`config.mk`:
```
export PLATFORM = sky130hd
export DESIGN_NAME = spi_xfer_queue
export DESIGN_NICKNAME = d
export VERILOG_FILES = /design/src/rtl/spi_xfer_queue.sv
export SDC_FILE = /design/constraint.sdc
export NUM_CORES = 1
export LEC_CHECK = 0
export BUFFER_PORTS_ARGS = -buffer_cell sky130_fd_sc_hd__buf_2
export CAP_MARGIN = 20
export CORE_MARGIN = 2
export CORE_UTILIZATION = 51
export CTS_CLUSTER_SIZE = 25
export DETAILED_ROUTE_END_ITERATION = 6
export PLACE_DENSITY = 0.81
export SLEW_MARGIN = 15
export SYNTH_ARGS = -nofsm -noshare
export SYNTH_HDL_FRONTEND = slang
export SYNTH_SLANG_ARGS = --single-unit
export TNS_END_PERCENT = 1
```
`constraint.sdc`:
```
create_clock -name clk -period 2.09 [get_ports clk]
set_clock_uncertainty 0.05 [all_clocks]
set_input_delay 0.418 -clock clk [delete_from_list [all_inputs] [get_ports clk]]
set_output_delay 0.418 -clock clk [all_outputs]
set_load 0.005 [all_outputs]
```
`src/rtl/spi_xfer_queue.sv`:
```
// Word-level sequencer feeding an SPI shift register: TX FIFO -> latch/go/tip handshake -> RX FIFO.
// Each character is loaded whole (all byte lanes) and its parallel result is captured once tip falls.
module spi_xfer_queue #(
  parameter int DW    = 32,
  parameter int DEPTH = 4,
  parameter int AW    = 2
) (
  input  logic          clk,
  input  logic          rst,
  input  logic          enable,
  input  logic          tx_wr,
  input  logic [DW-1:0] tx_data,
  output logic          tx_full,
  output logic [AW:0]   tx_level,
  input  logic          rx_rd,
  output logic [DW-1:0] rx_data,
  output logic          rx_empty,
  output logic [AW:0]   rx_level,
  output logic          busy,
  output logic          xfer_done,
  output logic          tx_ovf,
  output logic          rx_udf,
  input  logic          err_clr,
  output logic          sh_latch,
  output logic [3:0]    sh_byte_sel,
  output logic [DW-1:0] sh_p_in,
  output logic          sh_go,
  input  logic          sh_tip,
  input  logic [DW-1:0] sh_p_out
);

  typedef enum logic [2:0] {
    S_IDLE,
    S_LOAD,
    S_GO,
    S_WAIT,
    S_CAPTURE
  } state_t;

  localparam logic [AW:0] FULL_LVL = (AW+1)'(DEPTH);
  localparam logic [AW:0] ONE      = (AW+1)'(1);

  state_t state, state_nxt;

  logic [DW-1:0] tx_mem [DEPTH];
  logic [DW-1:0] rx_mem [DEPTH];
  logic [AW-1:0] tx_wp, tx_rp, rx_wp, rx_rp;
  logic [AW:0]   tx_cnt, rx_cnt;
  logic          tx_push, tx_pop, rx_push, rx_pop;

  assign tx_full  = (tx_cnt == FULL_LVL);
  assign tx_level = tx_cnt;
  assign rx_empty = (rx_cnt == '0);
  assign rx_level = rx_cnt;
  assign rx_data  = rx_empty ? '0 : rx_mem[rx_rp];

  assign tx_push = tx_wr && !tx_full;
  assign tx_pop  = (state == S_LOAD);
  assign rx_push = (state == S_CAPTURE);
  assign rx_pop  = rx_rd && !rx_empty;

  // Storage arrays carry data only; occupancy and pointers decide what is valid.
  always_ff @(posedge clk) begin
    if (tx_push) tx_mem[tx_wp] <= tx_data;
    if (rx_push) rx_mem[rx_wp] <= sh_p_out;
  end

  always_ff @(posedge clk or posedge rst) begin
    if (rst) begin
      tx_wp  <= '0;
      tx_rp  <= '0;
      tx_cnt <= '0;
      rx_wp  <= '0;
      rx_rp  <= '0;
      rx_cnt <= '0;
    end else begin
      if (tx_push) tx_wp <= tx_wp + 1'b1;
      if (tx_pop)  tx_rp <= tx_rp + 1'b1;
      if (rx_push) rx_wp <= rx_wp + 1'b1;
      if (rx_pop)  rx_rp <= rx_rp + 1'b1;
      case ({tx_push, tx_pop})
        2'b10:   tx_cnt <= tx_cnt + ONE;
        2'b01:   tx_cnt <= tx_cnt - ONE;
        default: tx_cnt <= tx_cnt;
      endcase
      case ({rx_push, rx_pop})
        2'b10:   rx_cnt <= rx_cnt + ONE;
        2'b01:   rx_cnt <= rx_cnt - ONE;
        default: rx_cnt <= rx_cnt;
      endcase
    end
  end

  // Clear wins over a same-cycle error event.
  always_ff @(posedge clk or posedge rst) begin
    if (rst) begin
      tx_ovf <= 1'b0;
      rx_udf <= 1'b0;
    end else begin
      if (err_clr)              tx_ovf <= 1'b0;
      else if (tx_wr && tx_full) tx_ovf <= 1'b1;
      if (err_clr)               rx_udf <= 1'b0;
      else if (rx_rd && rx_empty) rx_udf <= 1'b1;
    end
  end

  always_ff @(posedge clk or posedge rst) begin
    if (rst) state <= S_IDLE;
    else     state <= state_nxt;
  end

  // go stays low during LOAD because the shift register ignores latch while go is high.
  always_comb begin
    state_nxt   = state;
    sh_latch    = 1'b0;
    sh_byte_sel = 4'h0;
    sh_p_in     = '0;
    sh_go       = 1'b0;
    xfer_done   = 1'b0;
    busy        = 1'b1;
    case (state)
      S_IDLE: begin
        busy = 1'b0;
        if (enable && (tx_cnt != '0) && (rx_cnt != FULL_LVL)) state_nxt = S_LOAD;
      end
      S_LOAD: begin
        sh_latch    = 1'b1;
        sh_byte_sel = 4'hF;
        sh_p_in     = tx_mem[tx_rp];
        state_nxt   = S_GO;
      end
      S_GO: begin
        sh_go = 1'b1;
        if (sh_tip) state_nxt = S_WAIT;
      end
      S_WAIT: begin
        if (!sh_tip) state_nxt = S_CAPTURE;
      end
      S_CAPTURE: begin
        xfer_done = 1'b1;
        state_nxt = S_IDLE;
      end
      default: state_nxt = S_IDLE;
    endcase
  end

endmodule
```
==> impl_metrics.xml, run 1 <==
<?xml version="1.0" encoding="UTF-8"?>
<metrics>
  <group name="outcome">
    <metric name="status" unit="">finished, violations left</metric>
    <metric name="failed_checks" unit="">setup timing</metric>
  </group>
  <group name="sta">
    <metric name="max_freq" unit="GHz">0.406</metric>
    <metric name="pins_over_slew_limit" unit="">0</metric>
    <metric name="max_slew.worst_pin.slew" unit="ns">0.753</metric>
    <metric name="rsz0062_at_grt" unit="">true</metric>
    <metric name="finalSetupViolCount" unit="">69</metric>
    <metric name="worst_slack" unit="ns">-0.374</metric>
    <metric name="final.min_clock_period" unit="ns">2.46</metric>
    <metric name="finalHoldViolations" unit="">0</metric>
    <metric name="fin_crit_sh" unit="%">118</metric>
    <metric name="timing.slew.headroom" unit="%">49.8</metric>
    <metric name="hold_ws" unit="ns">0.0607</metric>
  </group>
  <group name="synthesis">
    <metric name="synth_largest_area_cell" unit="">edfxtp_1</metric>
    <metric name="number_of_enable_type_register_cells_in_the_synthesized_netlist" unit="">256</metric>
    <metric name="synth.distinct_cells" unit="">31</metric>
    <metric name="ys.flop_type" unit="">edfxtp_1</metric>
    <metric name="synth_fp_nets" unit="">588</metric>
    <metric name="yosys_warnings" unit="">0</metric>
    <metric name="synth_top_cells_by_count" unit="">edfxtp_1, mux4_2, and2_1, nor2b_1, dfrtp_1</metric>
    <metric name="yosys.cell_count.top_type" unit="">edfxtp_1</metric>
    <metric name="async_reset_ff_share" unit="%">6.91</metric>
    <metric name="post_synth_instance_area" unit="um2">10800</metric>
    <metric name="synth_top_cells_by_area" unit="">edfxtp_1, mux4_2, dfrtp_1</metric>
    <metric name="synth_sequential_area_ratio" unit="%">75.6</metric>
    <metric name="synth-seq-cells" unit="">275</metric>
    <metric name="netlist.area_leader.share" unit="%">71.2</metric>
    <metric name="synthesis.area_per_instance" unit="um2">21.4</metric>
    <metric name="synth_cells" unit="">505</metric>
  </group>
  <group name="clock_network">
    <metric name="cts_htree_levels" unit="">1</metric>
    <metric name="clockBufferDepth" unit="">3</metric>
    <metric name="cts_made_buffers" unit="">27</metric>
    <metric name="clock_latency" unit="ns">0.52</metric>
    <metric name="cts.root.buffer_cell" unit="">clkbuf_16</metric>
    <metric name="clock_sink_count" unit="">275</metric>
    <metric name="clk_pin_slew" unit="ns">0.06</metric>
    <metric name="cts_tree" unit="">yes</metric>
  </group>
  <group name="critical_path">
    <metric name="crit_start" unit="">tx_rp[0]</metric>
    <metric name="required" unit="ns">1.62</metric>
    <metric name="path_cells" unit="">buf_12, clkbuf_16, mux4_2, and2_4, buf_6</metric>
    <metric name="worst_setup_path_end_kind" unit="">primary output</metric>
    <metric name="reg2reg_depth" unit="">9</metric>
    <metric name="worst_setup_path_endpoint" unit="">sh_p_in[12]</metric>
    <metric name="reg2reg_setup_slack" unit="ns">0.04</metric>
    <metric name="reg2reg_to" unit="">tx_level[2]</metric>
    <metric name="slowest_cp_cell" unit="">mux4_2</metric>
    <metric name="reg_to_reg_start" unit="">tx_level[2]</metric>
    <metric name="cp-start-kind" unit="">flip-flop</metric>
    <metric name="wp_data_arrival" unit="ns">2.00</metric>
    <metric name="crit_path_max_fanout" unit="">8</metric>
    <metric name="critPathMaxStageDelay" unit="ns">0.50</metric>
    <metric name="crit_type" unit="">reg2out</metric>
  </group>
  <group name="floorplan">
    <metric name="initial_core_util" unit="%">51.7</metric>
    <metric name="die_width" unit="um">150</metric>
    <metric name="die_height" unit="um">150</metric>
    <metric name="fp.dieArea" unit="um2">22400</metric>
    <metric name="top_level_ports" unit="">153</metric>
    <metric name="std_cell_rows" unit="">53</metric>
    <metric name="core_region_area" unit="um2">20900</metric>
  </group>
  <group name="drt">
    <metric name="drt_pre_antenna_iters" unit="">4</metric>
    <metric name="remaining_drc_errors" unit="">0</metric>
    <metric name="drt-wirelength-per-cell" unit="um">20.8</metric>
    <metric name="detailedRoute.firstIterationViolations" unit="">356</metric>
    <metric name="drt-total-wl" unit="mm">20.5</metric>
    <metric name="ant_nets" unit="">0</metric>
    <metric name="avgViaCountPerCell" unit="">5.46</metric>
    <metric name="vias" unit="">5369</metric>
  </group>
  <group name="layout">
    <metric name="final_cell_area" unit="um2">13200</metric>
    <metric name="num-nets-final" unit="">773</metric>
    <metric name="final_cell_count_no_fill" unit="">983</metric>
    <metric name="syn_to_final_growth" unit="%">22.5</metric>
    <metric name="final_core_utilization" unit="%">63.3</metric>
    <metric name="ratio_of_cells_with_drive_above_1_in_the_final_layout" unit="%">44.2</metric>
    <metric name="diodes" unit="">0</metric>
  </group>
  <group name="power_and_ir_drop">
    <metric name="power.leakage" unit="nW">4.79</metric>
    <metric name="vdd_ir_drop_max" unit="mV">1.03</metric>
    <metric name="power_density" unit="nW/um2">1310</metric>
  </group>
  <group name="global_route">
    <metric name="antenna_found_initial" unit="">0</metric>
    <metric name="grt.total_usage" unit="%">18.1</metric>
    <metric name="wire_length_of_the_first_global_routing_pass" unit="mm">31.1</metric>
    <metric name="grt_max_degree" unit="">40</metric>
    <metric name="grt_overflow" unit="">0</metric>
    <metric name="grt_pass1_vias" unit="">5734</metric>
  </group>
  <group name="hold_path">
    <metric name="min-delay-path-class" unit="">in2reg</metric>
  </group>
  <group name="placed_design">
    <metric name="dp.final_hpwl" unit="mm">12.3</metric>
    <metric name="placed_cells" unit="">926</metric>
    <metric name="io_buffers" unit="">152</metric>
    <metric name="post-place-ws" unit="ns">0.0400</metric>
    <metric name="place.gp.congestion" unit="">0.754</metric>
    <metric name="post_dp_cell_area" unit="um2">12000</metric>
  </group>
  <group name="run">
    <metric name="max_cap_violations" unit="">0</metric>
  </group>
</metrics>
-- per-stage QoR --
stage | setup TNS (ns) | power [W]
after floorplan | -8.71 | 0.0105
after global placement | 0 | 0.0121
after detailed placement | 0 | 0.0123
after CTS | -24.02 | 0.0168
after global routing | -26.62 | 0.0181
final | -21.21 | 0.0173
-- flip-flops by register name (all words and copies together) (netlist names) --
name,cells
rx_level,3
tx_wp,2
tx_rp,2
rx_wp,2
tx_mem,128
tx_ovf,1
state,3
rx_rp,2
rx_udf,1
tx_level,3
rx_mem,128
-- what timing repair did --
action / in CTS / in global routing
cloned: 0 / 5
endpoints found under the hold margin: 21 / 0
resized for setup: 21 / 37
setup buffers: 0 / 3
setup endpoints to repair: 70 / 72
pin swaps: 0 / 3
hold buffers: 2 / 0
-- how the worst min path moves through the flow --
stage	start	end	depth (start not counted)
2_1_floorplan	rst	rx_level[0]	1
3_3_place_gp	tx_ovf	tx_ovf	2
3_5_place_dp	tx_level[2]	tx_level[2]	1
4_1_cts	sh_p_out[22]	rx_mem[0][22]	1
5_1_grt	tx_data[24]	tx_mem[0][24]	1
6_report	sh_p_out[16]	rx_mem[3][16]	1
-- cell families (layout without fill, tap and decap cells) --
| group | Yosys count | in the layout | share of synthesized area [%] |
|---|---|---|---|
| compound gates | 4 | 4 | 0.255 |
| fa+ha+maj | 12 | 12 | 1.53 |
| buf+inv | 40 | 243 | 2.34 |
| mux | 68 | 68 | 13.9 |
| flops | 275 | 275 | 75.6 |
| xor+xnor | 12 | 12 | 0.973 |
| simple gates | 94 | 94 | 5.41 |
-- area by class of cell --
cell class,count,area (um2)
flip-flops and latches,275,8170
fillers,1413,7660
multi-input cells,190,2430
repair buffers,183,1440
clock buffers,33,698
well taps,275,344
clock inverters,14,95.1
inverters,13,48.8
-- per-layer routing --
metal	global-route usage, %	part of all wire [%]
met1	23.7	40
met2	31.3	52
met3	2.93	5.7
met4	6.10	2.6
met5	0	0
-- layout by cell type, fill, tap and decap left out, types with 2 or more instances in the layout --
master         count
inv_1             13
nor2b_1           31
and2b_1            6
a21oi_1            2
clkbuf_16         31
buf_2            132
buf_8              2
clkinv_1           7
edfxtp_1         256
ha_1               9
dfrtp_2            6
and2_1            18
buf_4              4
nor3b_4            2
nand2_1            3
buf_12            18
and3_2             4
dfrtp_1           13
xnor2_1            5
mux2i_1            2
buf_6             21
clkinvlp_4         2
and2_2             4
xor2_1             7
dlygate4sd3_1      2
nor2_1             7
mux4_2            64
and2_4            15
clkinv_2           3
clkbuf_1           6
fa_1               2
-- worst max-delay path: cells and delay by family, from the launching register on --
kind                   cells  cell delay (ns)
multiplexers               1             0.50
buffers and inverters      3             0.43
flip-flops                 1             0.37
AND/OR/NAND/NOR            1             0.17
-- where the power goes --
part / internal (W) / switching [W]
logic: 0.00319 / 0.00252
registers: 0.00684 / 0.000339
clock network: 0.00248 / 0.00190
total: 0.0125 / 0.00476
Power figures use the tool's default switching activity.
==> inputs of run 2 (changes only) <==
--- a/config.mk
+++ b/config.mk
@@ -8,8 +8,7 @@
 export BUFFER_PORTS_ARGS = -buffer_cell sky130_fd_sc_hd__buf_2
-export CAP_MARGIN = 20
 export CORE_MARGIN = 2
-export CORE_UTILIZATION = 51
+export CORE_UTILIZATION = 45
 export CTS_CLUSTER_SIZE = 25
 export DETAILED_ROUTE_END_ITERATION = 6
-export PLACE_DENSITY = 0.81
+export PLACE_DENSITY = 0.74
 export SLEW_MARGIN = 15
--- a/constraint.sdc
+++ b/constraint.sdc
@@ -4,2 +4,2 @@
 set_output_delay 0.418 -clock clk [all_outputs]
-set_load 0.005 [all_outputs]
+set_load 0.01 [all_outputs]
==> impl_metrics.xml, run 2 (same netlist as run 1, synthesis figures left out) <==
<?xml version="1.0" encoding="UTF-8"?>
<metrics>
  <group name="power_and_ir_drop">
    <metric name="power_density" unit="nW/um2">1350</metric>
    <metric name="post-layout-total-power" unit="W">0.0182</metric>
    <metric name="vdd_ir_drop_max" unit="mV">0.991</metric>
    <metric name="power.leakage" unit="nW">4.89</metric>
  </group>
  <group name="sta">
    <metric name="worst_slack" unit="ns">-0.373</metric>
    <metric name="timing.slew.headroom" unit="%">48.2</metric>
    <metric name="rsz0062_at_grt" unit="">true</metric>
    <metric name="fin_crit_sh" unit="%">118</metric>
    <metric name="pins_over_slew_limit" unit="">0</metric>
    <metric name="max_slew.worst_pin.slew" unit="ns">0.776</metric>
    <metric name="finalSetupViolCount" unit="">65</metric>
    <metric name="hold_ws" unit="ns">0.0302</metric>
    <metric name="max_freq" unit="GHz">0.406</metric>
    <metric name="finalHoldViolations" unit="">0</metric>
    <metric name="final.min_clock_period" unit="ns">2.46</metric>
  </group>
  <group name="layout">
    <metric name="final_cell_mix" unit="">edfxtp_1, buf_2, mux4_2</metric>
    <metric name="ratio_of_cells_with_drive_above_1_in_the_final_layout" unit="%">46.0</metric>
    <metric name="largestRegisters" unit="">rx_mem: 128 flops, tx_mem: 128 flops</metric>
    <metric name="final_cell_count_no_fill" unit="">1035</metric>
    <metric name="num-nets-final" unit="">776</metric>
    <metric name="final_core_utilization" unit="%">57.1</metric>
    <metric name="mostFrequentLayoutCell" unit="">edfxtp_1</metric>
    <metric name="syn_to_final_growth" unit="%">24.5</metric>
  </group>
  <group name="drt">
    <metric name="m1WireLength" unit="mm">8.46</metric>
    <metric name="vias" unit="">5286</metric>
    <metric name="drt-wirelength-per-cell" unit="um">19.9</metric>
    <metric name="ant_nets" unit="">0</metric>
    <metric name="dr.max_layer_used" unit="">met4</metric>
    <metric name="drt-total-wl" unit="mm">20.6</metric>
    <metric name="routed-wl-met3" unit="um">802</metric>
    <metric name="avgViaCountPerCell" unit="">5.11</metric>
    <metric name="drt_pre_antenna_iters" unit="">6</metric>
    <metric name="wl_met2" unit="mm">11.0</metric>
    <metric name="remaining_drc_errors" unit="">0</metric>
    <metric name="detailedRoute.firstIterationViolations" unit="">358</metric>
  </group>
  <group name="global_route">
    <metric name="grt.total_usage" unit="%">16.2</metric>
    <metric name="antenna_found_initial" unit="">1</metric>
    <metric name="grt_max_degree" unit="">40</metric>
    <metric name="grt_overflow" unit="">0</metric>
    <metric name="wire_length_of_the_first_global_routing_pass" unit="mm">32.0</metric>
    <metric name="grt_pass1_vias" unit="">5764</metric>
  </group>
  <group name="floorplan">
    <metric name="initial_core_util" unit="%">45.9</metric>
    <metric name="die_height" unit="um">159</metric>
    <metric name="die_width" unit="um">159</metric>
    <metric name="fp.dieArea" unit="um2">25200</metric>
    <metric name="std_cell_rows" unit="">56</metric>
    <metric name="core_region_area" unit="um2">23500</metric>
    <metric name="top_level_ports" unit="">153</metric>
  </group>
  <group name="critical_path">
    <metric name="critPathMaxStageDelay" unit="ns">0.49</metric>
    <metric name="worst_setup_path_end_kind" unit="">primary output</metric>
    <metric name="slowest_cp_cell" unit="">mux4_2</metric>
    <metric name="crit_type" unit="">reg2out</metric>
    <metric name="cp-start-kind" unit="">flip-flop</metric>
    <metric name="wp_data_arrival" unit="ns">2.00</metric>
    <metric name="path_cells" unit="">clkbuf_16, mux4_2, and2b_1, buf_2</metric>
    <metric name="required" unit="ns">1.62</metric>
    <metric name="crit_path_max_fanout" unit="">11</metric>
  </group>
  <group name="hold_path">
    <metric name="min-delay-path-class" unit="">in2reg</metric>
  </group>
  <group name="placed_design">
    <metric name="io_buffers" unit="">152</metric>
    <metric name="placed_cells" unit="">972</metric>
    <metric name="dp.final_hpwl" unit="mm">12.7</metric>
    <metric name="place.gp.congestion" unit="">0.737</metric>
  </group>
  <group name="clock_network">
    <metric name="cts_made_buffers" unit="">29</metric>
    <metric name="clock_latency" unit="ns">0.52</metric>
    <metric name="clock_sink_count" unit="">275</metric>
    <metric name="clk_pin_slew" unit="ns">0.06</metric>
    <metric name="cts_tree" unit="">yes</metric>
    <metric name="cts.root.buffer_cell" unit="">clkbuf_16</metric>
    <metric name="clockBufferDepth" unit="">3</metric>
    <metric name="cts_htree_levels" unit="">1</metric>
  </group>
  <group name="run">
    <metric name="max_cap_violations" unit="">0</metric>
  </group>
  <group name="outcome">
    <metric name="status" unit="">finished, violations left</metric>
    <metric name="failed_checks" unit="">setup timing</metric>
  </group>
</metrics>
## run 2: cell types whose count changed in the layout (fill, tap and decap cells not counted), sizes merged
cell / previous run / this run
clkinv: 11 / 14
diode: 0 / 1
clkbuf: 37 / 33
dlygate4sd3: 2 / 1
clkinvlp: 2 / 1
buf: 177 / 182
bufinv: 1 / 4
inv: 13 / 15
## run 2: worst paths after layout
path | start | end | slack [ns] | cells past startpoint
max | rx_rp[0] | rx_data[2] | -0.37 | 4
min | err_clr | tx_ovf | 0.03 | 2
min reg2reg | tx_ovf | tx_ovf | 0.45 | 2
min in group asynchronous | rst | rx_level[1] | 0.53 | 3
max in group asynchronous | rst | rx_rp[0] | 0.91 | 3
max reg2reg | rx_level[0] | rx_level[2] | 0.01 | 8
## run 2: cell type report
class	instances	area, um2
fill	1794	10100
clock inverter	21	210
timing repair buffer	184	1420
clock buffer	32	737
multi-input combinational	190	2450
antenna	1	2.50
inverter	13	48.8
tap	319	399
sequential	275	8170
## run 2: report_power, final
group | total (W) | internal [W] | switching (W)
logic | 0.00597 | 0.00320 | 0.00277
registers | 0.00718 | 0.00684 | 0.000340
clock network | 0.00504 | 0.00303 | 0.00200
## run 2: metal layers
layer	vias to the layer above	track usage, %
li1	2375	-
met1	2772	20.7
met2	116	28.9
met3	23	2.72
met4	0	4.09
met5	-	0
## run 2: what timing repair did
item,4_1_cts,5_1_grt
pin swaps,16,1
hold buffers,1,0
endpoints found under the hold margin,7,0
setup endpoints to repair,71,74
cloned,3,1
resized for setup,42,24
buffers inserted,4,0
## run 2: critical path, delay by kind of cell (launching register included)
kind / cells / cell delay (ns)
buf+inv: 2 / 0.37
mux: 1 / 0.49
simple gates: 1 / 0.17
flops: 1 / 0.46
## run 2: metrics by stage
| step | setup TNS (ns) | cell area [um2] | worst slack [ns] |
|---|---|---|---|
| 6_report | -21.59 | 13400 | -0.373 |
| 3_3_place_gp | 0 | 12100 | 0.117 |
| 3_5_place_dp | 0 | 12100 | 0.00284 |
| 4_1_cts | -23.00 | 13300 | -0.404 |
| 5_1_grt | -27.53 | 13400 | -0.452 |
| 2_1_floorplan | -13.39 | 10800 | -0.138 |
